===== src/rtl/pipeline_pkg.sv =====
// pipeline_pkg: shared opcodes, instruction field positions, stage entry type and decode helpers.
// Used by pipeline_stage_tracker, pipeline_hazard_detect and the pipeline controller.
package pipeline_pkg;
  localparam int IW = 32;
  localparam int RIDX_W = 4;
  localparam int OP_LSB = 28;
  localparam int FUNC_LSB = 24;
  localparam int RD_LSB = 20;
  localparam int RS1_LSB = 16;
  localparam int RS2_LSB = 12;
  localparam logic [3:0] OP_BUBBLE = 4'h0;
  localparam logic [3:0] ALUR = 4'h1;
  localparam logic [3:0] ALUI = 4'h2;
  localparam logic [3:0] LWOP = 4'h3;
  localparam logic [3:0] SWOP = 4'h4;
  localparam logic [3:0] CMPR = 4'h5;
  localparam logic [3:0] CMPI = 4'h6;
  localparam logic [3:0] BRANCH = 4'h7;
  localparam logic [3:0] JAL = 4'h8;
  typedef struct packed {
    logic valid;
    logic [3:0] op;
    logic [3:0] func;
    logic [RIDX_W-1:0] rd;
    logic [RIDX_W-1:0] rs1;
    logic [RIDX_W-1:0] rs2;
  } stage_t;
  localparam stage_t BUBBLE = '0;
  function automatic logic is_writer(input logic [3:0] op);
    return op inside {ALUR, ALUI, LWOP, CMPR, CMPI, JAL};
  endfunction
  function automatic logic uses_rs1(input logic [3:0] op);
    return op inside {ALUR, CMPR, SWOP, BRANCH, ALUI, CMPI, LWOP, JAL};
  endfunction
  function automatic logic uses_rs2(input logic [3:0] op);
    return op inside {ALUR, CMPR, SWOP, BRANCH};
  endfunction
  // true when stage s will write register idx
  function automatic logic writes(input stage_t s, input logic [RIDX_W-1:0] idx);
    return s.valid && is_writer(s.op) && s.rd == idx;
  endfunction
endpackage


===== src/rtl/pipeline_hazard_detect.sv =====
// pipeline_hazard_detect: combinational RAW hazard check of DEC sources against EX/MEM writers.
// Ports: dec/ex/mem stage entries, ex_br_taken in; stall out.
// WB is not checked since the register file writes in the first half-cycle.
module pipeline_hazard_detect
  import pipeline_pkg::*;
(
  input  stage_t dec,
  input  stage_t ex,
  input  stage_t mem,
  input  logic   ex_br_taken,
  output logic   stall
);
  logic rs1_hit, rs2_hit;
  // r0 is hard-wired zero, so a zero source never interlocks
  assign rs1_hit = uses_rs1(dec.op) && dec.rs1 != '0 && (writes(ex, dec.rs1) || writes(mem, dec.rs1));
  assign rs2_hit = uses_rs2(dec.op) && dec.rs2 != '0 && (writes(ex, dec.rs2) || writes(mem, dec.rs2));
  // a taken branch squashes DEC, so the younger consumer no longer needs to wait
  assign stall = dec.valid && !ex_br_taken && (rs1_hit || rs2_hit);
endmodule


===== src/rtl/pipeline_stage_tracker.sv =====
// pipeline_stage_tracker: carries instruction fields through DEC/EX/MEM/WB with hazard stall and branch flush.
// Ports: clk, reset_n (async active-low); if_instr/if_valid/ex_br_taken in;
// per-stage op/func, dec_rs1/dec_rs2, wb_rd/wb_valid, pc_wr_en/ifdec_wr_en, stall/flush,
// and saturating stall_cnt/flush_cnt out.
module pipeline_stage_tracker
  import pipeline_pkg::*;
#(
  parameter int CNT_W = 16
) (
  input  logic              clk,
  input  logic              reset_n,
  input  logic [IW-1:0]     if_instr,
  input  logic              if_valid,
  input  logic              ex_br_taken,
  output logic [3:0]        if_op,
  output logic [3:0]        if_func,
  output logic [3:0]        dec_op,
  output logic [3:0]        dec_func,
  output logic [3:0]        ex_op,
  output logic [3:0]        ex_func,
  output logic [3:0]        mem_op,
  output logic [3:0]        mem_func,
  output logic [3:0]        wb_op,
  output logic [3:0]        wb_func,
  output logic [RIDX_W-1:0] dec_rs1,
  output logic [RIDX_W-1:0] dec_rs2,
  output logic [RIDX_W-1:0] wb_rd,
  output logic              wb_valid,
  output logic              pc_wr_en,
  output logic              ifdec_wr_en,
  output logic              stall,
  output logic              flush,
  output logic [CNT_W-1:0]  stall_cnt,
  output logic [CNT_W-1:0]  flush_cnt
);
  stage_t if_e, dec_q, dec_d, ex_q, ex_d, mem_q, mem_d, wb_q, wb_d;
  logic [CNT_W-1:0] stall_cnt_q, stall_cnt_d, flush_cnt_q, flush_cnt_d;
  logic hz;
  logic unused_if_bits;
  assign unused_if_bits = ^if_instr[RS2_LSB-1:0];
  pipeline_hazard_detect u_hazard (
    .dec(dec_q),
    .ex(ex_q),
    .mem(mem_q),
    .ex_br_taken(ex_br_taken),
    .stall(hz)
  );
  always_comb begin
    if_e = if_valid ? stage_t'{1'b1, if_instr[OP_LSB+:4], if_instr[FUNC_LSB+:4], if_instr[RD_LSB+:RIDX_W],
                               if_instr[RS1_LSB+:RIDX_W], if_instr[RS2_LSB+:RIDX_W]} : BUBBLE;
    dec_d = ex_br_taken ? BUBBLE : hz ? dec_q : if_e;
    ex_d = (ex_br_taken || hz) ? BUBBLE : dec_q;
    mem_d = ex_q;
    wb_d = mem_q;
    stall_cnt_d = (hz && ~&stall_cnt_q) ? stall_cnt_q + CNT_W'(1) : stall_cnt_q;
    flush_cnt_d = (ex_br_taken && ~&flush_cnt_q) ? flush_cnt_q + CNT_W'(1) : flush_cnt_q;
  end
  always_ff @(posedge clk or negedge reset_n) begin
    if (!reset_n) begin
      dec_q <= BUBBLE;
      ex_q <= BUBBLE;
      mem_q <= BUBBLE;
      wb_q <= BUBBLE;
      stall_cnt_q <= '0;
      flush_cnt_q <= '0;
    end else begin
      dec_q <= dec_d;
      ex_q <= ex_d;
      mem_q <= mem_d;
      wb_q <= wb_d;
      stall_cnt_q <= stall_cnt_d;
      flush_cnt_q <= flush_cnt_d;
    end
  end
  assign if_op = if_e.op;
  assign if_func = if_e.func;
  assign dec_op = dec_q.op;
  assign dec_func = dec_q.func;
  assign ex_op = ex_q.op;
  assign ex_func = ex_q.func;
  assign mem_op = mem_q.op;
  assign mem_func = mem_q.func;
  assign wb_op = wb_q.op;
  assign wb_func = wb_q.func;
  assign dec_rs1 = dec_q.rs1;
  assign dec_rs2 = dec_q.rs2;
  assign wb_rd = wb_q.rd;
  assign wb_valid = wb_q.valid;
  assign stall = hz;
  assign flush = ex_br_taken && reset_n;
  assign pc_wr_en = !hz;
  assign ifdec_wr_en = !hz;
  assign stall_cnt = stall_cnt_q;
  assign flush_cnt = flush_cnt_q;
endmodule

===== config.mk =====
export PLATFORM = sky130hd
export DESIGN_NAME = pipeline_stage_tracker
export DESIGN_NICKNAME = d
export VERILOG_FILES = /design/src/rtl/pipeline_pkg.sv /design/src/rtl/pipeline_hazard_detect.sv /design/src/rtl/pipeline_stage_tracker.sv
export SDC_FILE = /design/constraint.sdc
export NUM_CORES = 1
export LEC_CHECK = 0
export CAP_MARGIN = 20
export CORE_ASPECT_RATIO = 0.5
export CORE_UTILIZATION = 52
export CTS_BUF_LIST = sky130_fd_sc_hd__clkbuf_8
export CTS_CLUSTER_SIZE = 28
export DETAILED_ROUTE_END_ITERATION = 7
export GPL_TIMING_DRIVEN = 0
export PLACE_DENSITY_LB_ADDON = 0.08
export SKIP_LAST_GASP = 1
export SYNTH_ARGS = -nofsm -noshare
export SYNTH_HDL_FRONTEND = slang
export SYNTH_SLANG_ARGS = --single-unit

===== constraint.sdc =====
create_clock -name clk -period 3.91 [get_ports clk]
set_input_delay 0.782 -clock clk [delete_from_list [all_inputs] [get_ports clk]]
set_output_delay 0.782 -clock clk [all_outputs]
set_load 0.01 [all_outputs]

==> impl_metrics.yaml <==
status:
  run_status: "finished clean"
clocking:
  hold_buffers: 0
  cts_sinks: 92
  clock_latency_ps: 360
  root_buffer: "clkbuf_8"
  path_clk_slew_ps: 90
  cts_buffers: 9
  htree_levels: 3
  cts_buffer_depth: 2
  tritoncts: "done"
synthesis:
  yosysWarnings: 0
  synth.distinct_cells: 41
  netlist_area_um2: 4010
  ys.flop_type: "dfrtp_1"
  synth.ff_latch_count: 92
  synth_edf_count: 0
  async_reset_ff_share_pct: 100
  avgSynthCellArea_um2: 11.1
  synth_cells: 362
  synth-seq-area-share_pct: 57.4
  syn-num-nets: 400
timing:
  setup_ws_ps: 120
  finalClockSkew_ps: 5.04
  finalHoldViolCount: 0
  timing.final.crit_share_pct: 96.9
  setup_viol: 0
  max_slew_margin_pct: 53.5
  grt_setup_unrepaired: "true"
  final-max-slew-violation-count: 0
  worst_slew_pin_slew_ps: 689
  max_clock_freq_mhz: 264
  period_needed_ps: 3790
  setup_tns_ps: 0
placed_design:
  dp_hpwl_um: 6360
  globalplace.congestion: 0.850
  io_buffers: 111
  placed_cell_area_um2: 5260
  pre_cts_ws_ps: 32.8
  dp.cells: 570
layout:
  finalNetCount: 525
  area_growth_syn_to_layout_pct: 37.4
  antenna_cells: 0
  fillerInstances: 496
  postLayoutCellArea_um2: 5510
  layout_commonest_cell: "clkdlybuf4s50_1"
  drive_gt1_share_pct: 13.4
  finalNonFillerCells: 588
  mostFrequentLayoutCells: "clkdlybuf4s50_1 (110), dfrtp_1 (92), nand2_1 (51)"
floorplan:
  die_width_um: 126
  row_count: 22
  coreArea_um2: 7400
  ios: 125
  initial_core_util_pct: 54.1
  die_h_um: 64.1
  die_area_um2: 8080
grt:
  grt_pass1_vias: 2901
  antenna_found_initial: 0
  grt_pass1_wl_um: 14000
  grt_max_degree: 76
  grt_remaining_overflow: 0
  grt_use_total_pct: 22.9
power_and_ir_drop:
  total_power_mw: 2.04
  p_leak_nw: 2.54
  power.density_nw_per_um2: 370
  vdd_drop_max_mv: 0.306
critical_path:
  cp-start-kind: "flip-flop"
  worstPathMaxFanout: 19
  crit_type: "reg -> out"
  crit_buf_inv: 3
  cp.depth: 7
  cp_slowest_cell: "clkdlybuf4s50_1"
  reg2reg_depth: 8
  endpoint_kind: "output pin"
  crit_chain: "or4b_1 -> o31ai_1 -> a32oi_2 -> o32ai_4 -> buf_4 -> buf_6 -> clkdlybuf4s50_1"
  worstPathRequired_ps: 3130
  crit_path_max_incr_delay_ps: 570
  cp.arrival_ps: 3010
  path_delay_family: "buffers and inverters"
route:
  vias_per_cell: 5.08
  drc_errors: 0
  firstDrtPassIters: 4
  wl_um: 8560
  vias: 2985
  drtAntennaViolNets: 0
  drtIter0Drc: 102
  detail_route.wl_per_cell_um: 14.6
worst_hold_path:
  worstHoldPathType: "in -> async"
run:
  maxCapViolCount: 0
[metal layers]
metal	track usage (%)	part of all wire (%)
met1	29.3	44
met2	36.8	48
met3	8.04	6.7
met4	7.23	0.65
met5	0	0
[worst reg2reg max path: cells and delay by family (launching register included)]
family	cells	cell delay [ps]
AO/OA/AOI/OAI	4	910
buffers and inverters	3	590
AND/OR/NAND/NOR	1	520
flip-flops	1	420
[synth_stat cells (2+ instances only)]
cell,number,share of area [%]
xor2_1,19,4.2
nor2_1,14,1.3
ha_1,2,0.62
or2_2,2,0.31
and2_1,15,2.3
xnor2_1,26,5.7
nand3b_1,2,0.37
clkbuf_1,5,0.47
mux2_2,2,0.56
buf_2,4,0.50
nand2_1,51,4.8
nand3_1,12,1.5
o21ai_0,13,1.6
inv_1,10,0.94
a32oi_1,2,0.44
and3_1,4,0.62
nand4_1,13,2.0
o31ai_1,8,1.5
nor3_1,6,0.75
nand2b_1,3,0.47
dfrtp_1,92,57
nor2b_1,2,0.31
nor4_1,5,0.78
buf_4,33,6.2
[report_power, final]
group	internal [mW]	switching (mW)	total, mW
Clock	0.331	0.330	0.662
Combinational	0.178	0.124	0.303
Sequential	1.00	0.0705	1.07
Total	1.51	0.525	2.04
[worst paths after layout]
kind                                        from                        to  slack (ps)
max in group asynchronous                reset_n  stall_cnt[0]$_DFFE_PN0P_        3000
min reg2reg                mem_func[3]$_DFF_PN0_      wb_func[3]$_DFF_PN0_         380
max                          mem_op[0]$_DFF_PN0_                     stall         120
min in group clk           mem_func[3]$_DFF_PN0_      wb_func[3]$_DFF_PN0_         380
max reg2reg                  mem_op[0]$_DFF_PN0_    dec_rs2[2]$_DFFE_PN0P_        1350
min                                      reset_n        wb_rd[3]$_DFF_PN0_         290
[what timing repair did]
action | CTS | global route
setup endpoints to repair | 1 | 2
gates resized for setup | 1 | 2
gates cloned | 0 | 0
setup buffers | 0 | 3
pin swaps | 0 | 2
[area by class of cell]
class	instances	area (um2)	area share, %
sequential	92	2300	41.8
multi-input combinational	217	1380	25.0
timing repair buffer	115	1160	21.0
buffer	42	299	5.43
clock buffer	11	151	2.75
tap	96	120	2.18
clock inverter	5	58.8	1.07
inverter	10	37.5	0.682
[kinds of logic after synthesis]
group / share of synthesized area, %
compound gates: 5.09
xor+xnor: 9.83
fa+ha+maj: 0.874
buf+inv: 8.37
flops: 57.4
mux: 0.812
simple gates: 17.6
[state kept, by name, summed over array words and instances, names as in the netlist, 5 cells and up]
signal / cells
dec_q: 5
ex_q: 5
flush_cnt: 16
mem_q: 5
stall_cnt: 16
[stage by stage]
step,utilization (%),hold WS (ps)
floorplan,-,355
global placement,70.8,366
detailed placement,71.1,364
CTS,74.0,283
global route,74.3,278
finish,74.3,292
Note: power is estimated with default switching activity, not from simulation.
